`src/rtl/adc_frontend.sv`:
```
`default_nettype none
// ============================================================================
// adc_frontend : saturating offset + Q8.8 gain, optional 2^k block averaging,
//                overrange stretcher and windowed min/max/count statistics.
// Revision: 1.0
// ============================================================================
module adc_frontend #(
    parameter int WIDTH        = 8,
    parameter int GAIN_W       = 16,
    parameter int STRETCH_W    = 24,
    parameter int CNT_W        = 32,
    parameter int DEC_LOG2_MAX = 4,
    localparam int KW          = $clog2(DEC_LOG2_MAX + 1)
) (
    input  logic                 clk,
    input  logic                 rst_n,
    input  logic [WIDTH-1:0]     in_i,
    input  logic                 valid_in_i,
    input  logic [WIDTH-1:0]     offset_i,
    input  logic [GAIN_W-1:0]    gain_i,
    input  logic                 mode_i,
    input  logic [KW-1:0]        dec_log2_i,
    output logic [WIDTH-1:0]     out_o,
    output logic                 valid_out_o,
    output logic                 sat_out_o,
    input  logic                 dor_in_i,
    input  logic [STRETCH_W-1:0] stretch_len_i,
    output logic                 dor_out_o,
    input  logic                 stat_clear_i,
    input  logic                 stat_enable_i,
    input  logic [CNT_W-1:0]     stat_limit_i,
    output logic [WIDTH-1:0]     stat_min_o,
    output logic [WIDTH-1:0]     stat_max_o,
    output logic [CNT_W-1:0]     stat_count_o,
    output logic                 stat_done_o
);
    localparam int ACC_W  = WIDTH + DEC_LOG2_MAX;
    localparam int PROD_W = WIDTH + GAIN_W;
    localparam logic signed [WIDTH-1:0] SMAX = {1'b0, {(WIDTH-1){1'b1}}};
    localparam logic signed [WIDTH-1:0] SMIN = {1'b1, {(WIDTH-1){1'b0}}};
    localparam logic [DEC_LOG2_MAX:0]   BLK_ONE = (DEC_LOG2_MAX + 1)'(1);
    localparam logic [CNT_W-1:0]        CNT_ONE = CNT_W'(1);

    // ---------------- stage 1 : saturating offset ----------------
    logic signed [WIDTH:0]   sum1_w;
    logic signed [WIDTH-1:0] s1_d, s1_q;
    logic                    s1_sat_d, s1_sat_q, s1_v_q;

    always_comb begin
        sum1_w   = {in_i[WIDTH-1], in_i} + {offset_i[WIDTH-1], offset_i};
        s1_sat_d = (sum1_w[WIDTH] != sum1_w[WIDTH-1]);
        s1_d     = s1_sat_d ? (sum1_w[WIDTH] ? SMIN : SMAX) : sum1_w[WIDTH-1:0];
    end

    // ---------------- stage 2 : saturating Q8.8 gain ----------------
    logic signed [PROD_W-1:0] prod_w, shr_w;
    logic                     s2_ovf_w;
    logic signed [WIDTH-1:0]  s2_d, s2_q;
    logic                     s2_sat_q, s2_v_q;

    always_comb begin
        prod_w   = PROD_W'(s1_q) * PROD_W'($signed(gain_i));
        shr_w    = prod_w >>> 8;
        // in range only when every bit above the result sign bit matches it
        s2_ovf_w = !((&shr_w[PROD_W-1:WIDTH-1]) || (~|shr_w[PROD_W-1:WIDTH-1]));
        s2_d     = s2_ovf_w ? (shr_w[PROD_W-1] ? SMIN : SMAX) : shr_w[WIDTH-1:0];
    end

    // ---------------- stage 3 : pass-through or block average ----------------
    logic [KW-1:0]            k_eff_w, k_q;
    logic                     mode_q, cfg_chg_w;
    logic [DEC_LOG2_MAX:0]    blk_w, cnt_d, cnt_q, cnt_inc_w;
    logic signed [ACC_W-1:0]  acc_d, acc_q, acc_sum_w, avg_w;
    logic                     bsat_d, bsat_q;
    logic [WIDTH-1:0]         out_d, out_q;
    logic                     vout_d, vout_q, sout_d, sout_q;

    always_comb begin
        k_eff_w   = (dec_log2_i > KW'(DEC_LOG2_MAX)) ? KW'(DEC_LOG2_MAX) : dec_log2_i;
        blk_w     = BLK_ONE << k_eff_w;
        cfg_chg_w = (mode_i != mode_q) || (k_eff_w != k_q);
        cnt_inc_w = cnt_q + BLK_ONE;
        acc_sum_w = acc_q + ACC_W'(s2_q);
        avg_w     = acc_sum_w >>> k_eff_w;

        acc_d  = acc_q;
        cnt_d  = cnt_q;
        bsat_d = bsat_q;
        out_d  = out_q;
        vout_d = 1'b0;
        sout_d = sout_q;

        if (s2_v_q && !mode_i) begin
            out_d  = s2_q;
            vout_d = 1'b1;
            sout_d = s2_sat_q;
        end

        // a config change drops whatever partial block was in progress
        if (cfg_chg_w || !mode_i) begin
            acc_d  = '0;
            cnt_d  = '0;
            bsat_d = 1'b0;
        end else if (s2_v_q) begin
            if (cnt_inc_w == blk_w) begin
                out_d  = avg_w[WIDTH-1:0];
                vout_d = 1'b1;
                sout_d = bsat_q | s2_sat_q;
                acc_d  = '0;
                cnt_d  = '0;
                bsat_d = 1'b0;
            end else begin
                acc_d  = acc_sum_w;
                cnt_d  = cnt_inc_w;
                bsat_d = bsat_q | s2_sat_q;
            end
        end
    end

    // ---------------- overrange stretcher / statistics next state ----------------
    logic [STRETCH_W-1:0]    str_d, str_q;
    logic signed [WIDTH-1:0] smin_d, smin_q, smax_d, smax_q;
    logic [CNT_W-1:0]        scnt_d, scnt_q, scnt_inc_w;
    logic                    sdone_d, sdone_q;

    always_comb begin
        str_d = str_q;
        if (dor_in_i)
            str_d = stretch_len_i;
        else if (str_q != '0)
            str_d = str_q - STRETCH_W'(1);

        scnt_inc_w = scnt_q + CNT_ONE;
        smin_d     = smin_q;
        smax_d     = smax_q;
        scnt_d     = scnt_q;
        sdone_d    = sdone_q;
        if (stat_clear_i) begin
            smin_d  = SMAX;
            smax_d  = SMIN;
            scnt_d  = '0;
            sdone_d = 1'b0;
        end else if (valid_in_i && stat_enable_i && !sdone_q) begin
            if ($signed(in_i) < smin_q) smin_d = $signed(in_i);
            if ($signed(in_i) > smax_q) smax_d = $signed(in_i);
            scnt_d  = scnt_inc_w;
            sdone_d = (stat_limit_i != '0) && (scnt_inc_w == stat_limit_i);
        end
    end

    always_ff @(posedge clk or negedge rst_n) begin
        if (!rst_n) begin
            s1_q     <= '0;
            s1_sat_q <= 1'b0;
            s1_v_q   <= 1'b0;
            s2_q     <= '0;
            s2_sat_q <= 1'b0;
            s2_v_q   <= 1'b0;
            mode_q   <= 1'b0;
            k_q      <= '0;
            acc_q    <= '0;
            cnt_q    <= '0;
            bsat_q   <= 1'b0;
            out_q    <= '0;
            vout_q   <= 1'b0;
            sout_q   <= 1'b0;
            str_q    <= '0;
            smin_q   <= SMAX;
            smax_q   <= SMIN;
            scnt_q   <= '0;
            sdone_q  <= 1'b0;
        end else begin
            s1_q     <= s1_d;
            s1_sat_q <= s1_sat_d;
            s1_v_q   <= valid_in_i;
            s2_q     <= s2_d;
            s2_sat_q <= s1_sat_q | s2_ovf_w;
            s2_v_q   <= s1_v_q;
            mode_q   <= mode_i;
            k_q      <= k_eff_w;
            acc_q    <= acc_d;
            cnt_q    <= cnt_d;
            bsat_q   <= bsat_d;
            out_q    <= out_d;
            vout_q   <= vout_d;
            sout_q   <= sout_d;
            str_q    <= str_d;
            smin_q   <= smin_d;
            smax_q   <= smax_d;
            scnt_q   <= scnt_d;
            sdone_q  <= sdone_d;
        end
    end

    assign out_o        = out_q;
    assign valid_out_o  = vout_q;
    assign sat_out_o    = sout_q;
    assign dor_out_o    = (str_q != '0);
    assign stat_min_o   = smin_q;
    assign stat_max_o   = smax_q;
    assign stat_count_o = scnt_q;
    assign stat_done_o  = sdone_q;

endmodule
`default_nettype wire

```
`config.mk`:
```
export PLATFORM = sky130hd
export DESIGN_NAME = adc_frontend
export DESIGN_NICKNAME = d
export VERILOG_FILES = /design/src/rtl/adc_frontend.sv
export SDC_FILE = /design/constraint.sdc
export NUM_CORES = 1
export LEC_CHECK = 0
export CORE_UTILIZATION = 58
export DETAILED_ROUTE_END_ITERATION = 8
export PLACE_DENSITY = 0.85
export SKIP_CTS_REPAIR_TIMING = 1
export SLEW_MARGIN = 20
export SYNTH_ARGS = -nofsm -noshare
export SYNTH_HDL_FRONTEND = slang
export SYNTH_SLANG_ARGS = --single-unit
```
`constraint.sdc`:
```
create_clock -name clk -period 6.3 [get_ports clk]
set_clock_uncertainty 0.05 [all_clocks]
set_input_delay 1.89 -clock clk [delete_from_list [all_inputs] [get_ports clk]]
set_output_delay 1.89 -clock clk [all_outputs]
set_load 0.01 [all_outputs]
```
# After elaboration in Yosys (flattened, before gate mapping)
# Index checks and enable logic that the tools add are counted.
# word_totals
output_inout_bits	60
word_cells	97
ff_bits	125
in_bits	98
# classes
multipliers	1
bitwise	2
addsub	5
eq_ne	5
shift	2
muxes	38
magnitude_cmp	3
n_reduce_logical	22
# op_table
cell	n
8-bit two-way mux	14
32-bit two-way mux	2
24-bit two-way mux	2
12-bit two-way mux	3
32-bit by 1-bit adder with 32-bit output (second input constant)	1
32-bit equality test	1
32-bit nonzero test	1
8-bit by 16-bit multiplier with 24-bit output	1
24-bit nonzero test	1
24-bit by 1-bit subtractor with 24-bit output (second input constant)	1
5-bit two-way mux	3
1-bit two-way mux	13
12-bit by 8-bit adder with 12-bit output	1
12-bit by 3-bit >>> shifter with 8-bit output	1
2-bit nonzero test	5
8-bit by 8-bit adder with 9-bit output	1
9-bit AND reduction	1
9-bit OR reduction	1
8-bit > comparator	1
8-bit < comparator	1
5-bit by 1-bit adder with 5-bit output (second input constant)	1
5-bit equality test	1
1-bit by 3-bit left shift with 5-bit output (first input constant)	1
1-bit logical AND	4
8 further kinds	16

# Logic depth before layout (Yosys ltp)
# Gate-level depths: netlist of the first run.
# depth
depth_word	7
ltp_mapped	21
depth_no_buf	20

# Least setup slack after synthesis of the first run
# No wires, ideal clock.
# synth_path
kind	input to register
startpoint	input gain_i[0]
endpoint	register s2_q[0]
n_path_buf	0
slack_ns	-0.241
required_ns	6.102
setup_ns	0.148
path_stages	18
t_arrival_ns	6.343
path_cell_list	nand2b_1 > fa_1 > fa_1 > inv_1 > fa_1 > inv_1 > fa_1 > inv_1 > ha_1 > nor3_1 > nor3_1 > o21ai_1 > a21oi_2 > o22ai_1 > nor4b_1 > o311ai_0 > o31ai_2 > o21ai_0
# synth_via
elab_chain_cells	5
word_cells_on_any_way	7
classes_between	mul: 1; mux: 2; reduce/logical: 4
# synth_lines
element	line	rtl
from (decl)	20	input logic [GAIN_W-1:0] gain_i,
8-bit by 16-bit multiplier with 24-bit output *	62	prod_w = PROD_W'(s1_q) * PROD_W'($signed(gain_i));
9-bit OR reduction	65	s2_ovf_w = !((&shr_w[PROD_W-1:WIDTH-1]) || (~|shr_w[PROD_W-1:WIDTH-1]));
1-bit logical NOT	65	
1-bit logical OR	65	
8-bit two-way mux *	66	s2_d = s2_ovf_w ? (shr_w[PROD_W-1] ? SMIN : SMAX) : shr_w[WIDTH-1:0];
via s2_d[0]	58	logic signed [WIDTH-1:0] s2_d, s2_q;
to (signal assigned)	156	s2_q <= '0;
to (signal assigned)	176	s2_q <= s2_d;
to (decl)	58	
# The timed path passes the listed nets; every way through them passes the cells marked *.
# A chain may end at the register's enable or synchronous reset.

# Worst setup path after layout of the first run
# layout_path
startpoint	input gain_i[2]
endpoint	register s2_q[2]
# The elaborated chain is that of the path after synthesis.

==> summary.txt, run 1 <==
==================================================================================
Run status                                                            finished with violations
Failing checks                                                        setup timing
HPWL reported at the end of detailed placement                           24,200 µm
Cell chain of the critical path                                       buf_2, and2_1, fa_1, fa_1, fa_1, inv_1, fa_1, inv_2, ha_4, o211ai_1, nor3_2, o21ai_4, buf_12, a21oi_4, nor3_2, or4_4, and2_4, o31a_4, a21oi_1
Clock Pin Slew Worst Setup and Hold Paths                                    60 ps
Setup-violating endpoint count in the final report                               2
Most common library cell in the layout ignoring fill and taps                inv_1
IO Pins                                                                        158
Vias in the first global route                                              11,500
Fraction of the core area covered by cells at the end of the flow            0.755
Cell with the biggest individual delay on the critical path                   fa_1
Total number of H-tree levels                                                    4
Required time at the worst-slack endpoint                                  6590 ps
Residual DRC                                                                     0
CTS sink count                                                                 125
Count of final max-slew check failures                                           0
Number of nets in the finished design                                        1,915
Setup crit start kind                                                   input port
Register area share after synthesis                                          0.247
Detailed router's first-iteration violation count                              822
Worst slew slack as a fraction of its limit                                  0.498
Max-cap viol count                                                               0
TritonCTS clock tree                                                           yes
Pin count of the biggest net entering global routing                            56
Gate family responsible for the most delay along the worst path        adder cells
Horizontal die dimension                                                    150 µm
Number of warnings printed during yosys synthesis                                0
Cell seen most often among critical-path stages                               fa_1
Number of iterations in the first detailed-routing pass                          5
Routed wire per std cell                                                   16.9 µm
Synthesis-to-layout area growth                                              26.2%
Final GP Congestion                                                          0.929
Worst setup path category                                                   in2reg
Wire length of the first global-routing pass                             52,900 µm
Library cells used by synthesis                                                 75
Combined buffer and inverter count along the critical path                       4
Vert. Die Dim                                                               150 µm
Area of the placeable core                                              0.0212 mm²
Number of antenna violations at the first check in global routing                0
Maximum fanout count along the critical path                                     8
Effective utilization at floorplan                                           0.598
Vias after detailed routing                                                 11,100
Drt via density                                                               5.80
Total Routed Length                                                      32,500 µm
Most common flop cell mapped by yosys                                      dfrtp_1
Maximum buffer depth of the clock tree                                           2
Share of layout cells above drive strength 1                                 0.152
Post-synthesis register bit count                                              125
Clk Tree Root Cell                                                       clkbuf_16
FP Rows                                                                         53
Post-Synthesis Cells                                                         1,419
Synth Cell Area                                                         0.0127 mm²
CTS buffer count                                                                17
Actual slew at the worst max-slew pin                                       750 ps
Class of the most critical hold timing path                                reg2reg
Setup repair after global routing missed its margin                           true
Period Utilization, post-route                                                1.00
Number of diodes                                                                 0
Fill count                                                                   1,479
Clock latency at the later pin of the worst-skew pair                       430 ps
Final min period                                                           6320 ps
Share of flip-flops with an asynchronous set or reset                         1.00
Synthesized Nets                                                             1,700
Leftover overflow at the end of global routing                                   0
Global-route usage over all layers                                           0.295
Remaining number of nets flagged by the antenna check after routing              0
Min setup slack post-route                                                -18.4 ps
Maximum single-stage delay on the critical path                             540 ps
Worst setup EP type                                                           flop
Count of input and output buffers                                              157
Mean instance size in the synthesized netlist                             8.94 µm²
Number of synthesized flops with an enable pin                                   0
Data arrival at the endpoint of the critical path                          6610 ps
Commonest non-fill, non-tap cells in the layout                       inv_1 (164), clkdlybuf4s50_1 (139), dfrtp_1 (117)
Final Hold Vio Count                                                             0
Achievable frequency                                                       158 MHz
Die ar.                                                                 0.0225 mm²
==================================================================================
==> sequential cells by signal, indices dropped and copies added, names as in the netlist <==
| signal | flops |
|---|---|
| stat_count_o | 32 |
| str_q | 24 |
| acc_q | 12 |
| out_o | 8 |
| s1_q | 8 |
| s2_q | 8 |
| stat_max_o | 8 |
| stat_min_o | 8 |
| cnt_q | 5 |
| k_q | 3 |
| bsat_q | 1 |
| mode_q | 1 |
| s1_sat_q | 1 |
| s1_v_q | 1 |
| s2_sat_q | 1 |
| s2_v_q | 1 |
| sat_out_o | 1 |
| stat_done_o | 1 |
| valid_out_o | 1 |
==> layer usage <==
layer  global-route usage  routed length (µm)
met4                0.106                 801
met3               0.0412                1690
met1                0.371               13100
met2                0.516               16900
met5                    0                   0
==> path summary, 6_finish.rpt <==
path	slack (ps)	to	startpoint	depth (start not counted)
max	-20	s2_q[2]	gain_i[2]	19
min	320	s2_v_q	s1_v_q	0
min reg2reg	320	s2_v_q	s1_v_q	0
max in group asynchronous	3730	stat_max_o[3]	rst_n	2
min in group asynchronous	1420	str_q[18]	rst_n	1
max reg2reg	490	s2_q[2]	s1_q[7]	19
==> area by class of cell <==
cell class                 instances  area, µm²  share of cell area
multi-input combinational       1070       9090               0.568
sequential                       125       3140               0.196
clock inverter                    15        145             0.00906
clock buffer                      17        425              0.0266
tap                              275        344              0.0215
inverter                         175        657              0.0410
timing repair buffer             245       2210               0.138
==> through the flow <==
stage	TNS, ps	hold slack [ps]	cell area, µm²	cells	setup slack (ps)
after floorplan	0	281	12900	1419	2.71
after global placement	-6750	299	15100	1881	-791
after detailed placement	-8170	316	15100	1881	-975
after CTS	-4280	328	15700	1913	-540
after global routing	-1250	331	16000	1922	-185
final	-23.2	323	16000	1922	-18.4
==> logic make-up (layout without fill, tap and decap cells) <==
| group | after synthesis | count (layout) | share of synthesized area |
|---|---|---|---|
| buffers and inverters | 224 | 452 | 0.0696 |
| XOR/XNOR | 130 | 130 | 0.0897 |
| flip-flops | 125 | 125 | 0.247 |
| multiplexers | 29 | 29 | 0.0252 |
| AO/OA/AOI/OAI | 240 | 240 | 0.126 |
| AND/OR/NAND/NOR | 488 | 488 | 0.201 |
| adder cells (fa/ha/maj) | 183 | 183 | 0.241 |
==> cell usage after synthesis (all sizes together), types with 4 or more instances <==
master / instances / area share
inv: 175 / 0.052
nor3b: 7 / 0.0050
and2: 91 / 0.045
nor2: 113 / 0.033
dfrtp: 117 / 0.23
or3: 12 / 0.0059
nor3: 38 / 0.017
and3: 14 / 0.0070
mux2: 4 / 0.0035
o211ai: 7 / 0.0041
nor4: 21 / 0.012
o22ai: 4 / 0.0025
and4: 4 / 0.0028
a31oi: 8 / 0.0039
nor2b: 11 / 0.0054
o21a: 10 / 0.0059
o31ai: 21 / 0.013
ha: 80 / 0.079
buf: 14 / 0.0074
o21bai: 8 / 0.0047
a21o: 13 / 0.0077
nand3: 35 / 0.014
a211oi: 15 / 0.0089
o21ai: 47 / 0.019
dfstp: 8 / 0.017
nand2: 104 / 0.031
nand4: 15 / 0.0098
a22o: 15 / 0.010
o2111ai: 6 / 0.0041
xnor2: 84 / 0.058
mux2i: 23 / 0.018
nand2b: 7 / 0.0035
xor2: 46 / 0.032
a21oi: 64 / 0.026
clkbuf: 35 / 0.010
or4: 5 / 0.0033
fa: 103 / 0.16
==> worst register-to-register path, cell delays in order, from the launching register on <==
cell and delay (ps):
dfrtp_1 500, inv_1 520, nor2_1 170, fa_1 610, fa_1 440, fa_1 510, inv_1 50, fa_1 510
inv_2 50, ha_4 270, o211ai_1 120, nor3_2 240, o21ai_4 120, buf_12 140, a21oi_4 210, nor3_2 90
or4_4 430, and2_4 160, o31a_4 370, a21oi_1 160
Power of run 1 is left out: the tool's default activity adds up to more than one toggle a clock period on the data nets, which glitch-free logic cannot reach.
==> run 2, diff against run 1 <==
--- a/config.mk
+++ b/config.mk
@@ -5,9 +5,10 @@
 export SDC_FILE = /design/constraint.sdc
 export NUM_CORES = 1
 export LEC_CHECK = 0
-export CORE_UTILIZATION = 58
+export CORE_UTILIZATION = 62
 export DETAILED_ROUTE_END_ITERATION = 8
-export PLACE_DENSITY = 0.85
+export PLACE_DENSITY = 0.9
+export RECOVER_POWER = 25
 export SKIP_CTS_REPAIR_TIMING = 1
 export SLEW_MARGIN = 20
 export SYNTH_ARGS = -nofsm -noshare
==> constraint.sdc (replaced) <==
create_clock -name clk -period 7.5 [get_ports clk]
set_clock_uncertainty 0.05 [all_clocks]
set_input_delay 2.25 -clock clk [delete_from_list [all_inputs] [get_ports clk]]
set_output_delay 2.25 -clock clk [all_outputs]
set_load 0.01 [all_outputs]
==> run 2 against run 1 <==
Against the previous run: cell area decreased by 3.7%; largest cell class unchanged; global-route usage increased by 2.4 points; core utilization rose by 2.5 points; the flow finishes with violations (capacitance limit, slew limit); register-to-register slack improved by 1000 ps; final cell count decreased by 2.1%; sequential cell count stayed put; critical endpoint is now s2_sat_q; routed wire length barely moved; first-iteration DRC count did not move; count of clock-buffer cells in the layout did not move.
==> summary.txt, run 2 (synthesized netlist as in run 1, its figures left out) <==
==================================================================================
Final cell count without fillers                                             1,881   -2.1%
Vias in the first global route                                              11,700   +1.8%
Placement Cell Area                                                     0.0148 mm²   -2.3%
Worst setup startpoint                                                   gain_i[2]
HPWL reported at the end of detailed placement                           24,100 µm   -0.48%
Vert. Die Dim                                                               145 µm   -3.2%
Launch point of the worst reg-to-reg path                                  s1_q[7]
Worst slew slack as a fraction of its limit                                  -1.08   -1.58
Number of iterations in the first detailed-routing pass                          5   unchanged
Area of the placeable core                                              0.0198 mm²   -6.8%
Commonest non-fill, non-tap cells in the layout                       inv_1 (174), clkdlybuf4s50_1 (149), dfrtp_1 (117)
Pin count of the biggest net entering global routing                            80   +43%
Detailed router's first-iteration violation count                              822   unchanged
Hold wc startpoint                                                          s1_v_q
Most common library cell in the layout ignoring fill and taps                inv_1
Failing checks                                                        capacitance limit, slew limit
Vias after detailed routing                                                 11,100   -0.64%
Achievable frequency                                                       137 MHz
Largest register FFs                                                            32   unchanged
Total Routed Length                                                      32,500 µm   about the same
Number of antenna violations at the first check in global routing                0   unchanged
Setup crit start kind                                                   input port
Max-cap viol count                                                               1   +1
Combined area of the multi-input logic cells                           0.00870 mm²   -4.3%
Clock latency at the later pin of the worst-skew pair                       430 ps   about the same
Effective utilization at floorplan                                           0.642   +0.0435
Final min period                                                           7320 ps
Min setup slack post-route                                                  184 ps   +203 ps
IO Pins                                                                        158   unchanged
CTS sink count                                                                 125   unchanged
Setup-violating endpoint count in the final report                               0   -2
Period Utilization, post-route                                               0.975
Worst setup path category                                                   in2reg
Total negative slack for setup checks                                         0 ps   +23.2 ps
FP Rows                                                                         51   -3.8%
Run status                                                            finished with violations
Number of nets in the finished design                                        1,884   -1.6%
Wire length of the first global-routing pass                             55,000 µm   +3.9%
Die ar.                                                                 0.0210 mm²   -6.4%
Number of diodes                                                                 0   unchanged
Residual DRC                                                                     0   unchanged
Clk Tree Root Cell                                                       clkbuf_16
Drt via density                                                               5.89   +1.5%
Required time at the worst-slack endpoint                                  7740 ps   +1150 ps
Synthesis-to-layout area growth                                              21.5%
Final design area excluding fillers                                     0.0154 mm²   -3.7%
CTS buffer count                                                                17   unchanged
Placed instance count                                                        1,847   -1.8%
Global-route usage over all layers                                           0.319   +0.0242
Actual slew at the worst max-slew pin                                      3120 ps   +2370 ps
TritonCTS clock tree                                                           yes
Final Hold Vio Count                                                             0   unchanged
Fill count                                                                   1,306   -12%
Leftover overflow at the end of global routing                                   0   unchanged
Data arrival at the endpoint of the critical path                          7560 ps   +950 ps
Routed wire per std cell                                                   17.3 µm   +2.1%
Count of input and output buffers                                              157   unchanged
Maximum buffer depth of the clock tree                                           2   unchanged
Horizontal die dimension                                                    145 µm   -3.2%
Count of final max-slew check failures                                          61   +61
Share of layout cells above drive strength 1                                0.0792   -0.0726
Total number of H-tree levels                                                    4   unchanged
Worst slack at placement                                                   -454 ps   +521 ps
Remaining number of nets flagged by the antenna check after routing              0   unchanged
Maximum fanout count along the critical path                                     5   -3
Clock Pin Slew Worst Setup and Hold Paths                                    60 ps   about the same
Register area                                                          0.00314 mm²   unchanged
Worst setup EP type                                                           flop
Class of the most critical hold timing path                                reg2reg
Final GP Congestion                                                          0.899   -3.3%
==================================================================================
[run 2: cell type report]
| type | instances | area share |
|---|---|---|
| Multi-Input combinational cell | 1070 | 0.564 |
| Sequential cell | 125 | 0.203 |
| Timing Repair Buffer | 214 | 0.130 |
| Inverter | 175 | 0.0426 |
| Clock buffer | 17 | 0.0276 |
| Tap cell | 265 | 0.0215 |
| Clock inverter | 15 | 0.0110 |
[run 2: worst max-delay path, cell delays in order]
cell	delay [ps]
clkdlybuf4s50_1	470
and2_1	200
fa_1	510
fa_1	530
fa_1	560
inv_1	60
fa_1	520
inv_1	50
ha_1	320
o211ai_1	150
nor3_2	220
o21ai_2	160
and3_1	200
o41a_1	470
o21ai_2	210
xnor2_2	170
inv_1	120
nor4_1	290
o21bai_1	100
[run 2: routing by layer]
| layer | wire length (µm) | part of all wire | GRT usage | vias to the layer above |
|---|---|---|---|---|
| met5 | 0 | 0 | 0 | - |
| met4 | 859 | 0.026 | 0.104 | 0 |
| met3 | 2170 | 0.067 | 0.0579 | 90 |
| met2 | 16700 | 0.51 | 0.566 | 458 |
| met1 | 12700 | 0.39 | 0.391 | 5375 |
| li1 | - | - | - | 5155 |
[run 2: path summary, 6_finish.rpt]
path | to | slack (ps) | cells past startpoint
worst max-delay path | s2_sat_q | 180 | 19
worst min-delay path | s2_v_q | 300 | 0
worst max register to register | s2_sat_q | 1490 | 19
worst min register to register | s2_v_q | 300 | 0
max in group asynchronous | s2_q[2] | 1920 | 2
min in group asynchronous | stat_count_o[17] | 1960 | 1
[run 2: per-stage QoR]
step / hold WS (ps) / utilization
finish: 297 / 0.780
global route: 309 / 0.780
CTS: 299 / 0.777
detailed placement: 285 / 0.747
global placement: 286 / 0.747
floorplan: 281 / -
Power of run 2 is left out for the same reason.
==> run 3, diff against run 2 <==
--- a/config.mk
+++ b/config.mk
@@ -5,9 +5,10 @@
 export SDC_FILE = /design/constraint.sdc
 export NUM_CORES = 1
 export LEC_CHECK = 0
-export CORE_UTILIZATION = 62
+export CAP_MARGIN = 20
+export CORE_UTILIZATION = 55
 export DETAILED_ROUTE_END_ITERATION = 8
-export PLACE_DENSITY = 0.9
+export PLACE_DENSITY = 0.81
 export RECOVER_POWER = 25
 export SKIP_CTS_REPAIR_TIMING = 1
 export SLEW_MARGIN = 20
==> run 3 against run 2 <==
Against the previous run: the flow still finishes with violations (capacitance limit, slew limit); via count shrank 1.6%; worst setup slack gained 100 ps; highest routed layer unchanged; sequential cell count is the same; core utilization shrank 9.9 points.
==> summary.txt, run 3 (synthesized netlist as in run 1, its figures left out) <==
==================================================================================
Max-cap viol count                                                               2   +1
Worst setup EP type                                                           flop
Required time at the worst-slack endpoint                                  7790 ps   +50 ps
Worst slew slack as a fraction of its limit                                  -1.09   -0.0127
Final min period                                                           7210 ps   -104 ps
Run status                                                            finished with violations
Count of final max-slew check failures                                         108   +77%
Depth of the worst register-to-register path                                    18   -1
Lkg Pwr                                                                    6.96 nW
Power Density                                                           571 mW/mm²
Setup-violating endpoint count in the final report                               0   unchanged
Maximum single-stage delay on the critical path                             540 ps   -20 ps
Fraction of the core area covered by cells at the end of the flow            0.680   -0.0994
Vert. Die Dim                                                               154 µm   +6.1%
FP Rows                                                                         55   +7.8%
Worst setup startpoint                                                   gain_i[0]
Cell chain of the critical path                                       clkdlybuf4s50_1, nand2b_1, fa_1, fa_1, inv_1, fa_1, inv_1, fa_1, inv_1, ha_1, nor3_1, nor3_1, o21ai_2, a21oi_2, nor3_1, or4_1, and2_1, o31a_2, o21ai_0
Final Hold Vio Count                                                             0   unchanged
Gate family responsible for the most delay along the worst path        adder cells
Launch point of the worst reg-to-reg path                                  s1_q[7]
Total number of H-tree levels                                                    4   unchanged
Vias in the first global route                                              11,300   -2.7%
Endpoint of the worst register-to-register path                            s2_q[5]
Cell with the biggest individual delay on the critical path                   fa_1
Class of the most critical hold timing path                                reg2reg
Largest vdd supply drop                                                   0.667 mV
Number of iterations in the first detailed-routing pass                          5   unchanged
Achievable frequency                                                       139 MHz   +1.4%
Placed instance count                                                        1,867   +1.1%
Actual slew at the worst max-slew pin                                      3140 ps   +19.0 ps
Failing checks                                                        capacitance limit, slew limit
HPWL reported at the end of detailed placement                           23,300 µm   -3.3%
Maximum buffer depth of the clock tree                                           2   unchanged
Last element of the critical path                                          s2_q[5]
Total negative slack for setup checks                                         0 ps   unchanged
Setup crit start kind                                                   input port
Share of layout cells above drive strength 1                                0.0762   -0.00305
Final design area excluding fillers                                     0.0154 mm²   -0.13%
Commonest non-fill, non-tap cells in the layout                       inv_1 (174), clkdlybuf4s50_1 (146), dfrtp_1 (117)
Area of the placeable core                                              0.0226 mm²   +14%
Maximum fanout count along the critical path                                     7   +2
Final cell count without fillers                                             1,901   +1.1%
Placement Cell Area                                                     0.0148 mm²   +0.15%
Leftover overflow at the end of global routing                                   0   unchanged
Routed wire per std cell                                                   16.2 µm   -6.3%
Cell seen most often among critical-path stages                               fa_1
Pin count of the biggest net entering global routing                            67   -16%
Period Utilization, post-route                                               0.962   -0.0138
Drt via density                                                               5.74   -2.6%
TritonCTS clock tree                                                           yes
Data arrival at the endpoint of the critical path                          7500 ps   -60 ps
IO Pins                                                                        158   unchanged
Total Power Consumption                                                    8.80 mW
Synthesis-to-layout area growth                                              21.4%
Worst setup path category                                                   in2reg
Largest register FFs                                                            32   unchanged
Worst reg2reg setup slack                                                  1630 ps   +140 ps
Most common library cell in the layout ignoring fill and taps                inv_1
CTS sink count                                                                 125   unchanged
Effective utilization at floorplan                                           0.561   -0.0810
Total Routed Length                                                      30,800 µm   -5.3%
Horizontal die dimension                                                    154 µm   +6.1%
Vias after detailed routing                                                 10,900   -1.6%
Combined buffer and inverter count along the critical path                       4   unchanged
Remaining number of nets flagged by the antenna check after routing              0   unchanged
Number of nets in the finished design                                        1,883   -0.053%
Wire length of the first global-routing pass                             53,300 µm   -3.1%
Number of antenna violations at the first check in global routing                1   +1
Clk Tree Root Cell                                                       clkbuf_16
Final GP Congestion                                                          0.858   -4.5%
Global-route usage over all layers                                           0.277   -0.0422
Detailed router's first-iteration violation count                              628   -24%
Die ar.                                                                 0.0237 mm²   +13%
Clock Pin Slew Worst Setup and Hold Paths                                    60 ps   about the same
Count of input and output buffers                                              157   unchanged
CTS buffer count                                                                17   unchanged
Critical path depth in cells                                                    19   unchanged
Residual DRC                                                                     0   unchanged
Clock latency at the later pin of the worst-skew pair                       430 ps   about the same
==================================================================================
[run 3: how the worst min path moves through the flow]
stage                start     end  slack (ps)  depth (start not counted)
global route        s1_v_q  s2_v_q         330                          0
detailed placement  s1_v_q  s2_v_q         300                          0
CTS                 s1_v_q  s2_v_q         330                          0
floorplan           s1_v_q  s2_v_q         280                          0
finish              s1_v_q  s2_v_q         330                          0
global placement    s1_v_q  s2_v_q         290                          0
[run 3: area by class of cell]
class / instances / area, µm²
antenna: 1 / 2.50
clock buffer: 21 / 470
clock inverter: 11 / 108
fill: 1781 / 7240
inverter: 175 / 657
multi-input combinational: 1070 / 8680
sequential: 125 / 3140
tap: 285 / 357
timing repair buffer: 213 / 1990
[run 3: layer usage]
layer | up-vias | routed length [µm] | global-route usage
li1 | 5154 | - | -
met5 | - | 0 | 0
met2 | 371 | 15400 | 0.482
met1 | 5293 | 12700 | 0.344
met3 | 85 | 1700 | 0.0423
met4 | 0 | 954 | 0.112
[run 3: stage by stage]
stage               hold slack, ps  setup slack, ps
floorplan                      281              599
global placement               294             -156
detailed placement             300             -390
CTS                            330             33.6
global route                   328            -20.5
finish                         331              288
[run 3: report_power, final]
group / total [mW] / internal (mW) / leakage (nW) / switching [mW]
clock network: 0.816 / 0.485 / 0.269 / 0.331
logic: 7.05 / 3.43 / 5.10 / 3.63
registers: 0.925 / 0.811 / 1.59 / 0.114
No activity file was read; power rests on OpenSTA's default activity.
